--- src/rtl/tone_divider_bank.sv ---
// ---------------------------------------------------------------------------
// tone_divider_bank
//
// Multi-channel tone clock divider. Each channel converts a period word
// (counted in clk_in cycles) into a registered square wave plus a one-cycle
// tick on the last cycle of every period. A new period word is adopted only
// at the end of the current period, or at any time while the channel is
// disabled or silent (active period < 2), so note changes never glitch.
//
// Parameters:
//   WIDTH     period-word width per channel
//   CHANNELS  number of independent channels
//
// Ports:
//   clk_in       system clock
//   reset        synchronous, active-high reset (priority over everything)
//   divisor      per-channel period, channel i at [i*WIDTH +: WIDTH]
//   enable       per-channel run enable
//   duty         (TONE_DUTY_EN only) per-channel 8-bit duty fraction,
//                channel i at [i*8 +: 8]
//   clk_out      per-channel registered tone output
//   period_tick  per-channel pulse on the last cycle of each period
//
// Build option:
//   TONE_DUTY_EN  when defined, the high length is (div_a * duty_a) >> 8
//                 instead of ceil(div_a / 2).
// ---------------------------------------------------------------------------
module tone_divider_bank #(
  parameter int WIDTH    = 32,
  parameter int CHANNELS = 2
) (
  input  logic                      clk_in,
  input  logic                      reset,
  input  logic [CHANNELS*WIDTH-1:0] divisor,
  input  logic [CHANNELS-1:0]       enable,
`ifdef TONE_DUTY_EN
  input  logic [CHANNELS*8-1:0]     duty,
`endif
  output logic [CHANNELS-1:0]       clk_out,
  output logic [CHANNELS-1:0]       period_tick
);

  for (genvar ch = 0; ch < CHANNELS; ch++) begin : g_ch
    logic [WIDTH-1:0] cnt;
    logic [WIDTH-1:0] div_a;
    logic [WIDTH-1:0] high_len;
    logic             clk_r;
    logic             tick_r;
    logic             live;
    logic             last;

`ifdef TONE_DUTY_EN
    logic [7:0]       duty_a;
    logic [WIDTH+7:0] duty_prod;

    // Full-width product so the largest period at full duty cannot overflow.
    assign duty_prod = {8'd0, div_a} * {{WIDTH{1'b0}}, duty_a};
    assign high_len  = duty_prod[WIDTH+7:8];
`else
    // ceil(D/2): the odd cycle goes to the high phase.
    assign high_len = div_a - (div_a >> 1);
`endif

    // Disabled and silent channels behave identically: hold at zero and keep
    // reloading the period so a new note starts on the following edge.
    assign live = enable[ch] && (div_a >= WIDTH'(2));
    assign last = (cnt == div_a - WIDTH'(1));

    // NOTE: sequential state uses non-blocking assignments so every register
    // samples pre-edge values regardless of statement order.
    always_ff @(posedge clk_in) begin
      if (reset) begin
        cnt    <= '0;
        div_a  <= '0;
        clk_r  <= 1'b0;
        tick_r <= 1'b0;
`ifdef TONE_DUTY_EN
        duty_a <= '0;
`endif
      end else if (!live) begin
        cnt    <= '0;
        div_a  <= divisor[ch*WIDTH +: WIDTH];
        clk_r  <= 1'b0;
        tick_r <= 1'b0;
`ifdef TONE_DUTY_EN
        duty_a <= duty[ch*8 +: 8];
`endif
      end else begin
        clk_r  <= (cnt < high_len);
        tick_r <= last;
        if (last) begin
          // Wrap edge: the only point where a running channel adopts a new
          // period, so the period in progress always completes unchanged.
          cnt   <= '0;
          div_a <= divisor[ch*WIDTH +: WIDTH];
`ifdef TONE_DUTY_EN
          duty_a <= duty[ch*8 +: 8];
`endif
        end else begin
          cnt <= cnt + WIDTH'(1);
        end
      end
    end

    assign clk_out[ch]     = clk_r;
    assign period_tick[ch] = tick_r;
  end

endmodule

--- config.mk ---
export PLATFORM = sky130hd
export DESIGN_NAME = tone_divider_bank
export DESIGN_NICKNAME = d
export VERILOG_FILES = /design/src/rtl/tone_divider_bank.sv
export SDC_FILE = /design/constraint.sdc
export NUM_CORES = 1
export LEC_CHECK = 0
export CAP_MARGIN = 30
export CORE_UTILIZATION = 30
export DETAILED_ROUTE_END_ITERATION = 16
export GPL_TIMING_DRIVEN = 0
export PLACE_DENSITY = 0.57
export SLEW_MARGIN = 20
export SYNTH_ARGS = -nofsm -noshare
export SYNTH_HDL_FRONTEND = slang
export SYNTH_SLANG_ARGS = --single-unit
--- constraint.sdc ---
create_clock -name clk_in -period 5.89 [get_ports clk_in]
set_clock_uncertainty 0.15 [all_clocks]
set_input_delay 0.8835 -clock clk_in [delete_from_list [all_inputs] [get_ports clk_in]]
set_output_delay 0.8835 -clock clk_in [all_outputs]
set_load 0.01 [all_outputs]
==> flow_summary.yaml <==
outcome:
  status: "finished clean"
placed_design:
  dp_cells: 2100
  dp_hpwl_mm: 26.4
  dp_slack_ps: 498
  port_buffers: 71
  place_congestion: 0.880
synth:
  syn_area_per_cell_sq_um: 8.19
  synth-async-reset-ratio: 0
  synth_seq_cells: 132
  synth_most_common_cell: "nor2_1"
  syn_inst: 1503
  synth_area_leaders: "dfxtp_1 (21%), ha_1 (20%), xnor2_1 (8.2%)"
  syn_area_sq_mm: 0.0123
  yosys.area.top_type: "dfxtp_1"
  synthTopCellsByCount: "nor2_1 (213), ha_1 (193), dfxtp_1 (132)"
  synth_top_area_share: 0.215
  yosysUniqueCellTypes: 74
  yosysSeqAreaShare: 0.215
  yosys_warnings: 0
  synth-main-ff-cell: "dfxtp_1"
  synth_nets: 1766
  synth_edf_count: 0
timing:
  final-max-slew-violation-count: 0
  fin_setup_tns_ps: 0
  worst_pin_slew_ps: 776
  fin_crit_ps: 5440
  final-hold-violation-count: 0
  finalCritPeriodShare: 0.923
  rsz0062_at_grt: "no"
  setup_viol: 0
  fin_ws_ps: 452
  slew_headroom: 0.478
  fmax_ghz: 0.184
die:
  initial_utilization: 0.307
  fp.dieW_um: 205
  io_pins: 72
  die_h_um: 205
  die-area_sq_mm: 0.0418
  std_cell_rows: 73
  core_sq_mm: 0.0401
worst_setup_path:
  cp_data_required_time_ps: 6010
  crit_type: "reg -> reg"
  reg2reg_depth: 17
  cp-start-kind: "flop"
  cp-startpoint: "g_ch[1].div_a[6]$_SDFFE_PP0P_"
  rr_startpoint: "g_ch[1].div_a[6]$_SDFFE_PP0P_"
  crit_end: "g_ch[1].clk_r$_SDFF_PP0_"
  r2r_end: "g_ch[1].clk_r$_SDFF_PP0_"
  crit_path_max_fanout: 4
  arrival_ps: 5550
  r2r_setup_slack_ps: 450
  cp-end-kind: "flop"
global_route:
  grt_pass1_vias: 10300
  gr-total-overflow: 0
  grt.total_usage: 0.161
  grt_max_degree: 17
  grt_pass1_wl_mm: 52.8
  antenna_found_initial: 0
layout:
  drive_gt1_frac: 0.0417
  syn_to_final_growth_pct: 16.5
  final_nets: 1857
  antenna_cells: 0
  final_cells: 2132
power_and_ir_drop:
  power_density_mw_per_mm2: 244
  power.leakage_nw: 6.09
  peakVddDrop_v: 0.000201
detailed_routing:
  routed_wl_mm: 32.6
  num_vias: 10500
  drt_iter0_drc: 448
  via_per_inst: 4.94
  drtPass1Iterations: 5
  drc: 0
  wl_per_cell_um: 15.3
  ant_nets: 0
clock_tree:
  clock_latency_ps: 460
  clk_root_buffer_cell: "clkbuf_16"
  htree_levels: 4
  cts_resized: 0
  clock_tree.buffer_depth: 2
  cts_tree: "done"
  cts_hold_buf: 0
  cts_buffers: 17
  cts.sinks: 132
  postCtsSetupBuffers: 0
  cts.clk_slew.worst_paths_ps: 60
job:
  cap_violations: 0
min_path:
  holdCritPathClass: "reg -> reg"
  holdPathStages: 1
report_power, final:
| part | total [mW] | switching, mW | internal [mW] | leakage, nW |
|---|---|---|---|---|
| Combinational | 1.31 | 0.733 | 0.580 | 4.71 |
| Sequential | 0.982 | 0.0515 | 0.930 | 1.08 |
| Clock | 1.21 | 0.445 | 0.762 | 0.303 |
state kept, by name, indices dropped and copies added (netlist names):
signal,flops
g_ch.div_a,64
g_ch.cnt,64
g_ch.tick_r,2
g_ch.clk_r,2
per-stage QoR:
| step | util | cell area, sq um | total power, mW | hold slack, ps |
|---|---|---|---|---|
| after global placement | 0.341 | 13700 | 2.28 | 325 |
| after floorplan | - | 12300 | 1.97 | 296 |
| final | 0.358 | 14300 | 3.50 | 368 |
| after CTS | 0.358 | 14300 | 3.53 | 364 |
| after detailed placement | 0.341 | 13700 | 2.30 | 331 |
| after global routing | 0.358 | 14300 | 3.74 | 415 |
layout by cell type, fill, tap and decap left out, types with 13 or more instances in the layout:
master           instances
dfxtp_1                132
clkdlybuf4s50_1         71
nand3_1                 44
nand2b_1                17
nand2_1                 80
xnor2_1                115
nand4_1                 24
xor2_1                  85
nor2_1                 213
and3_1                  29
a21oi_1                 67
nor3_1                  32
ha_1                   193
clkbuf_1                13
a211oi_1                13
nor2b_1                 20
clkbuf_16               17
mux2i_1                 68
nor4_1                  19
a21o_1                  22
inv_1                  118
o21ai_0                 24
worst min-delay path by stage:
stage	slack, ps	end	start
CTS	360	g_ch[0].cnt[0]$_SDFF_PP0_	g_ch[0].cnt[0]$_SDFF_PP0_
global placement	330	g_ch[0].cnt[0]$_SDFF_PP0_	g_ch[0].cnt[0]$_SDFF_PP0_
floorplan	300	g_ch[0].cnt[0]$_SDFF_PP0_	g_ch[0].cnt[0]$_SDFF_PP0_
finish	370	g_ch[0].cnt[0]$_SDFF_PP0_	g_ch[0].cnt[0]$_SDFF_PP0_
detailed placement	330	g_ch[0].cnt[0]$_SDFF_PP0_	g_ch[0].cnt[0]$_SDFF_PP0_
global route	420	g_ch[0].cnt[0]$_SDFF_PP0_	g_ch[0].cnt[0]$_SDFF_PP0_
routing by layer:
| layer | vias up | wire length, um | GRT usage |
|---|---|---|---|
| met2 | 170 | 15400 | 0.275 |
| met1 | 4912 | 15500 | 0.203 |
| li1 | 5422 | - | - |
| met4 | 0 | 624 | 0.0530 |
| met3 | 36 | 1060 | 0.0270 |
| met5 | - | 0 | 0 |
cells by family after synthesis:
group                      share of synthesized area
AOI/OAI and AO/OA                              0.125
muxes                                         0.0553
and+or+nand+nor                                0.213
DFF                                            0.215
xor gates and xnor gates                       0.142
buffers and inverters                         0.0501
adders and majority gates                      0.199
area by class of cell:
cell class              count  area (sq um)
fillers                  4167         25800
multi-input cells        1224          9050
flip-flops and latches    132          2640
repair buffers             72           722
well taps                 525           657
clock buffers              20           447
inverters                 118           443
clock inverters            12           203
plain buffers              29           174
critical path, stage by stage, from the launching register on:
cell and delay (ps):
dfxtp_1 420, inv_1 120, ha_1 370, nor3b_1 80, nor3_1 430, and4_1 380
o21ai_1 200, a2111oi_2 470, a21oi_1 200, a221o_1 420, nor4_1 250, a211oi_1 100
ha_1 330, nand4_1 170, nor4_1 720, a221oi_1 160, o2111ai_1 170, a31oi_1 110
Note: power is estimated with default switching activity, not from simulation.
